--- src/rtl/multicycle_pkg.sv ---
// Shared encodings for the multicycle RV32I main control unit:
// states, opcodes, mux selects and the per-state control vector.
package multicycle_pkg;

  typedef enum logic [3:0] {
    S_FETCH  = 4'd0,
    S_DECODE = 4'd1,
    S_MEMADR = 4'd2,
    S_MEMRD  = 4'd3,
    S_MEMWB  = 4'd4,
    S_MEMWR  = 4'd5,
    S_EXECR  = 4'd6,
    S_EXECI  = 4'd7,
    S_ALUWB  = 4'd8,
    S_BEQ    = 4'd9,
    S_JAL    = 4'd10
  } state_e;

  localparam logic [6:0] OP_LOAD   = 7'b0000011;
  localparam logic [6:0] OP_STORE  = 7'b0100011;
  localparam logic [6:0] OP_RTYPE  = 7'b0110011;
  localparam logic [6:0] OP_ITYPE  = 7'b0010011;
  localparam logic [6:0] OP_BRANCH = 7'b1100011;
  localparam logic [6:0] OP_JAL    = 7'b1101111;

  localparam logic [1:0] ALUOP_ADD   = 2'b00;
  localparam logic [1:0] ALUOP_SUB   = 2'b01;
  localparam logic [1:0] ALUOP_FUNCT = 2'b10;

  localparam logic [1:0] SRCA_PC    = 2'b00;
  localparam logic [1:0] SRCA_OLDPC = 2'b01;
  localparam logic [1:0] SRCA_RS1   = 2'b10;

  localparam logic [1:0] SRCB_RS2  = 2'b00;
  localparam logic [1:0] SRCB_IMM  = 2'b01;
  localparam logic [1:0] SRCB_FOUR = 2'b10;

  localparam logic [1:0] RES_ALUOUT  = 2'b00;
  localparam logic [1:0] RES_MEMDATA = 2'b01;
  localparam logic [1:0] RES_ALU     = 2'b10;

  // fetch marks the strobes the parent qualifies with mem_ready
  typedef struct packed {
    logic       mem_req;
    logic       mem_write;
    logic       adr_src;
    logic       fetch;
    logic       pc_update;
    logic       branch;
    logic       reg_write;
    logic [1:0] alu_src_a;
    logic [1:0] alu_src_b;
    logic [1:0] alu_op;
    logic [1:0] result_src;
  } ctrl_t;

endpackage

--- src/rtl/multicycle_control_if.sv ---
// Unified instruction/data memory request/ready handshake.
interface multicycle_control_if;
  logic mem_req;
  logic mem_write;
  logic adr_src;
  logic mem_ready;

  modport master (output mem_req, output mem_write, output adr_src, input mem_ready);
  modport slave  (input mem_req, input mem_write, input adr_src, output mem_ready);
endinterface

--- src/rtl/multicycle_ctrl_outputs.sv ---
// Moore output decode: maps the current state onto the raw control vector.
module multicycle_ctrl_outputs
  import multicycle_pkg::*;
(
  input  state_e state,
  output ctrl_t  ctrl
);

  always_comb begin
    ctrl = '0;
    case (state)
      S_FETCH: begin
        ctrl.mem_req    = 1'b1;
        ctrl.fetch      = 1'b1;
        ctrl.alu_src_a  = SRCA_PC;
        ctrl.alu_src_b  = SRCB_FOUR;
        ctrl.alu_op     = ALUOP_ADD;
        ctrl.result_src = RES_ALU;
      end
      S_DECODE: begin
        ctrl.alu_src_a = SRCA_OLDPC;
        ctrl.alu_src_b = SRCB_IMM;
        ctrl.alu_op    = ALUOP_ADD;
      end
      S_MEMADR: begin
        ctrl.alu_src_a = SRCA_RS1;
        ctrl.alu_src_b = SRCB_IMM;
        ctrl.alu_op    = ALUOP_ADD;
      end
      S_MEMRD: begin
        ctrl.mem_req = 1'b1;
        ctrl.adr_src = 1'b1;
      end
      S_MEMWB: begin
        ctrl.result_src = RES_MEMDATA;
        ctrl.reg_write  = 1'b1;
      end
      S_MEMWR: begin
        ctrl.mem_req   = 1'b1;
        ctrl.mem_write = 1'b1;
        ctrl.adr_src   = 1'b1;
      end
      S_EXECR: begin
        ctrl.alu_src_a = SRCA_RS1;
        ctrl.alu_src_b = SRCB_RS2;
        ctrl.alu_op    = ALUOP_FUNCT;
      end
      S_EXECI: begin
        ctrl.alu_src_a = SRCA_RS1;
        ctrl.alu_src_b = SRCB_IMM;
        ctrl.alu_op    = ALUOP_FUNCT;
      end
      S_ALUWB: begin
        ctrl.result_src = RES_ALUOUT;
        ctrl.reg_write  = 1'b1;
      end
      S_BEQ: begin
        ctrl.alu_src_a  = SRCA_RS1;
        ctrl.alu_src_b  = SRCB_RS2;
        ctrl.alu_op     = ALUOP_SUB;
        ctrl.result_src = RES_ALUOUT;
        ctrl.branch     = 1'b1;
      end
      S_JAL: begin
        ctrl.alu_src_a  = SRCA_OLDPC;
        ctrl.alu_src_b  = SRCB_FOUR;
        ctrl.alu_op     = ALUOP_ADD;
        ctrl.result_src = RES_ALUOUT;
        ctrl.pc_update  = 1'b1;
      end
      default: ctrl = '0;
    endcase
  end

endmodule

--- src/rtl/multicycle_control.sv ---
// Multicycle RV32I main control FSM: state register, next-state decode and
// reset-gated outputs. Optional retired-instruction counter: INSTRET_CNT_EN.
module multicycle_control
  import multicycle_pkg::*;
#(
  parameter int CNT_W = 32
) (
  input  logic                 clk,
  input  logic                 reset_n,
  input  logic [6:0]           opcode,
  input  logic                 zero,
  multicycle_control_if.master mem,
  output logic                 ir_write,
  output logic                 pc_write,
  output logic                 reg_write,
  output logic [1:0]           alu_src_a,
  output logic [1:0]           alu_src_b,
  output logic [1:0]           alu_op,
  output logic [1:0]           result_src,
  output logic                 illegal_instr
`ifdef INSTRET_CNT_EN
  ,
  output logic [CNT_W-1:0]     instret
`endif
);

  state_e state_q, state_d;
  ctrl_t  ctrl;
  logic   dec_illegal;

  always_ff @(posedge clk or negedge reset_n) begin
    if (!reset_n) state_q <= S_FETCH;
    else          state_q <= state_d;
  end

  always_comb begin
    state_d     = state_q;
    dec_illegal = 1'b0;
    case (state_q)
      S_FETCH:  if (mem.mem_ready) state_d = S_DECODE;
      S_DECODE: begin
        case (opcode)
          OP_LOAD, OP_STORE: state_d = S_MEMADR;
          OP_RTYPE:          state_d = S_EXECR;
          OP_ITYPE:          state_d = S_EXECI;
          OP_BRANCH:         state_d = S_BEQ;
          OP_JAL:            state_d = S_JAL;
          default: begin
            state_d     = S_FETCH;
            dec_illegal = 1'b1;
          end
        endcase
      end
      S_MEMADR: state_d = (opcode == OP_STORE) ? S_MEMWR : S_MEMRD;
      S_MEMRD:  if (mem.mem_ready) state_d = S_MEMWB;
      S_MEMWB:  state_d = S_FETCH;
      S_MEMWR:  if (mem.mem_ready) state_d = S_FETCH;
      S_EXECR:  state_d = S_ALUWB;
      S_EXECI:  state_d = S_ALUWB;
      S_ALUWB:  state_d = S_FETCH;
      S_BEQ:    state_d = S_FETCH;
      S_JAL:    state_d = S_ALUWB;
      default:  state_d = S_FETCH;
    endcase
  end

  multicycle_ctrl_outputs u_outputs (
    .state (state_q),
    .ctrl  (ctrl)
  );

  // Everything is gated by reset_n so an in-flight request drops the moment
  // reset asserts, without waiting for a clock.
  assign mem.mem_req   = reset_n & ctrl.mem_req;
  assign mem.mem_write = reset_n & ctrl.mem_write;
  assign mem.adr_src   = reset_n & ctrl.adr_src;
  assign ir_write      = reset_n & ctrl.fetch & mem.mem_ready;
  assign pc_write      = reset_n & ((ctrl.fetch & mem.mem_ready) | ctrl.pc_update
                                    | (ctrl.branch & zero));
  assign reg_write     = reset_n & ctrl.reg_write;
  assign alu_src_a     = reset_n ? ctrl.alu_src_a  : 2'b00;
  assign alu_src_b     = reset_n ? ctrl.alu_src_b  : 2'b00;
  assign alu_op        = reset_n ? ctrl.alu_op     : 2'b00;
  assign result_src    = reset_n ? ctrl.result_src : 2'b00;
  assign illegal_instr = reset_n & dec_illegal;

`ifdef INSTRET_CNT_EN
  logic [CNT_W-1:0] instret_q, instret_d;

  always_comb begin
    instret_d = instret_q;
    if (state_q != S_FETCH && state_d == S_FETCH) instret_d = instret_q + 1'b1;
  end

  always_ff @(posedge clk or negedge reset_n) begin
    if (!reset_n) instret_q <= '0;
    else          instret_q <= instret_d;
  end

  assign instret = instret_q;
`endif

endmodule

--- src/flat_wrapper.sv ---
// flat-port wrapper written by rule: the top's interface ports become plain ports
module multicycle_control_flat import multicycle_pkg::*;
#(
  parameter int CNT_W = 32
)
  (clk, reset_n, opcode, zero, ir_write, pc_write, reg_write, alu_src_a, alu_src_b, alu_op, result_src, illegal_instr, mem_mem_req, mem_mem_write, mem_adr_src, mem_mem_ready);
  multicycle_control_if mem_i ();
  input  logic clk;
  input  logic reset_n;
  input  logic [6:0] opcode;
  input  logic zero;
  output logic ir_write;
  output logic pc_write;
  output logic reg_write;
  output logic [1:0] alu_src_a;
  output logic [1:0] alu_src_b;
  output logic [1:0] alu_op;
  output logic [1:0] result_src;
  output logic illegal_instr;
  output wire logic [$bits(mem_i.mem_req)-1:0] mem_mem_req;
  output wire logic [$bits(mem_i.mem_write)-1:0] mem_mem_write;
  output wire logic [$bits(mem_i.adr_src)-1:0] mem_adr_src;
  input wire logic [$bits(mem_i.mem_ready)-1:0] mem_mem_ready;
  assign mem_mem_req = mem_i.mem_req;
  assign mem_mem_write = mem_i.mem_write;
  assign mem_adr_src = mem_i.adr_src;
  assign mem_i.mem_ready = mem_mem_ready;
  multicycle_control #(.CNT_W(CNT_W)) u_core (.clk(clk), .reset_n(reset_n), .opcode(opcode), .zero(zero), .mem(mem_i), .ir_write(ir_write), .pc_write(pc_write), .reg_write(reg_write), .alu_src_a(alu_src_a), .alu_src_b(alu_src_b), .alu_op(alu_op), .result_src(result_src), .illegal_instr(illegal_instr));
endmodule
--- config.mk ---
export PLATFORM = sky130hd
export DESIGN_NAME = multicycle_control_flat
export DESIGN_NICKNAME = d
export VERILOG_FILES = /design/src/rtl/multicycle_pkg.sv /design/src/rtl/multicycle_control_if.sv /design/src/rtl/multicycle_ctrl_outputs.sv /design/src/rtl/multicycle_control.sv /design/src/flat_wrapper.sv
export SDC_FILE = /design/constraint.sdc
export NUM_CORES = 1
export LEC_CHECK = 0
export ABC_AREA = 1
export ABC_CLOCK_PERIOD_IN_PS = 1700
export CAP_MARGIN = 0
export CORE_MARGIN = 5
export CORE_UTILIZATION = 28
export DETAILED_ROUTE_END_ITERATION = 6
export PLACE_DENSITY = 0.58
export SLEW_MARGIN = 20
export SYNTH_ARGS = -nofsm -noshare
export SYNTH_HDL_FRONTEND = slang
export SYNTH_SLANG_ARGS = --single-unit
--- constraint.sdc ---
create_clock -name clk -period 1.7 [get_ports clk]
set_input_delay 0.34 -clock clk [delete_from_list [all_inputs] [get_ports clk]]
set_output_delay 0.34 -clock clk [all_outputs]
set_load 0.01 [all_outputs]
==> out/qor.txt <==
Initial Util - 29.0%
Leak - 0.662 nW
Seq cells post-synth - 4
Critical Path RT - 1.36 ns
dpl hpwl - 1.59 mm
top post-synthesis cells by area - nand2_1 (20%), dfrtp_1 (18%), nor2_1 (11%)
row cnt - 16
Tcrit/Tclk final - 103%
PwrDens - 1110 nW/um^2
H-tree level count - 1
MaxCap Viol Count - 0
Least-Margin Pin Slew - 0.237 ns
DP Area - 1040 sq um
Die W - 54.6 microns
first-pass GRT wire length - 3.51 mm
Final Hold Viols - 0
power consumption - 1.30 mW
top flop regs - u_core.state_q x4
Via density - 4.48
Setup violations, final - 5
Async S/R FF share, synth - 100%
core box area - 1920 sq um
Num CTS Buffers - 3
Die ar. - 2990 sq um
Post-synth EDFFs - 0
CTS clock-pin slew for the worst setup and hold paths - 0.04 ns
vias in the first global route - 854
drt wl/cell - 10.9 microns
area delta synth->final - 110%
global-route usage over all layers - 16.0%
share of the synthesized area in the top cell type - 20.2%
final core utilization - 60.9%
most frequent cell after synthesis - nand2_1
clk sinks - 4
PnR worst setup slack - -0.0537 ns
Max-slew headroom - 84.2%
fin nets - 176
Mapped Cells - 102
proportion of layout cells with a drive suffix above 1 - 52.8%
1st-pass router iterations - 4
CTS tree - done
number of port buffers - 25
Crit Path Category - flip-flop to primary output
antenna cells - 0
run status - finished with violations
Slew Viols, Final - 0
Layout fillers - 197
CP Max Fanout - 4
Die Y - 54.6 microns
drt first-iter violations - 13
initial antenna violation count - 0
worst hold path class - primary input to async pin
max FFs per register - 4
sequential area share after synthesis - 17.9%
largest net degree at the start of global routing - 9
I/O Pins - 26
# DRC - 0
Final Wtd Congestion - 0.784
Startpoint Class - flip-flop
clk buf depth - 2
Mean Syn Cell Area - 5.47 sq um
Arrival @ worst endpoint - 1.41 ns
commonest register cell after synthesis - dfrtp_1
Total Wirelength - 2.08 mm
fmax - 570 MHz
fin crit period - 1.75 ns
via count - 851
pre-CTS setup slack - -0.592 ns
grt ovf - 0
worst-case reg-to-reg path depth - 9
syn_nets - 113
Root Buffer - clkbuf_4
multi-input logic area - 473 sq um
most frequent cells after synthesis - nand2_1 (30), nor2_1 (16), inv_1 (15)
Yosys warning total - 0
remaining antenna violation count - 0
RSZ-0062 raised after global routing - yes
synthesized cell area - 558 sq um
most area-hungry cell type in the Yosys netlist - nand2_1
register area - 103 sq um
design area - 1170 sq um
largest vdd supply drop - 0.651 mV
Critical Path Sink Type - primary output
Setup Skew - 0.00421 ns
Biggest register - u_core.state_q
failing checks - setup timing
Synth cell types - 20
setup tns final - -0.142 ns
Clock Latency Late Sink - 0.24 ns
-- critical path, cell delays in order, from the launching register on --
cell and delay, ns:
dfrtp_2 0.42, inv_2 0.08, nand2_4 0.12, nor2_8 0.04, buf_6 0.12, o31ai_4 0.21, inv_1 0.07, buf_6 0.12
-- area by class of cell --
cell class | count | area share [%]
Sequential cell | 4 | 8.77
Multi-Input combinational cell | 77 | 40.4
Tap cell | 27 | 2.89
Inverter | 19 | 6.31
Clock buffer | 3 | 1.93
Timing Repair Buffer | 60 | 39.7
-- timing repair --
action / CTS / global route
setup endpoints to repair: 15 / 13
hold buffers: 0 / 0
resized for setup: 95 / 11
pin swaps: 15 / 4
buffers inserted: 4 / 3
-- per-layer routing --
layer  GRT usage [%]  part of all wire (%)
met4            6.22                     0
met3            1.09                   4.1
met1            19.8                    44
met5               0                     0
met2            28.3                    52
-- cell families (layout without fill, tap and decap cells) --
kind of cell / Yosys count / in the layout / share of synthesized area (%)
AOI/OAI and AO/OA: 12 / 12 / 11.9
buffers and inverters: 21 / 82 / 14.8
DFF: 4 / 4 / 17.9
and+or+nand+nor: 65 / 65 / 55.4
-- where the power goes --
group	switching [mW]	total, mW	internal, mW
combinational	0.478	1.00	0.522
sequential	0.0580	0.183	0.125
clock	0.0391	0.118	0.0790
total	0.575	1.30	0.726
-- layout by cell type, fill, tap and decap left out, types with 2 or more instances in the layout --
cell type	count
buf_6	8
nand2_2	7
nor2_1	13
nand3_1	7
nor2_4	5
dlygate4sd2_1	7
o21ai_0	2
dfrtp_2	2
nor2_2	3
a21oi_1	4
clkbuf_4	3
inv_1	12
dfrtp_1	2
nand2_1	23
inv_2	6
buf_2	14
buf_4	28
clkdlybuf4s50_1	2
-- stage by stage --
stage	hold WS (ns)	instances
finish	0.189	190
global route	0.202	190
global placement	0.612	180
CTS	0.433	187
detailed placement	0.615	180
floorplan	0.0444	102
-- final timing paths --
path | startpoint | endpoint | slack (ns)
worst max-delay path | u_core.state_q[1] | alu_src_b[0] | -0.05
worst min-delay path | reset_n | u_core.state_q[3] | 0.19
worst max register to register | u_core.state_q[2] | u_core.state_q[2] | 0.30
worst min register to register | u_core.state_q[3] | u_core.state_q[1] | 0.64
max in group asynchronous | reset_n | u_core.state_q[1] | 1.39
min in group clk | u_core.state_q[3] | u_core.state_q[1] | 0.64
No activity file was read; power rests on OpenSTA's default activity.
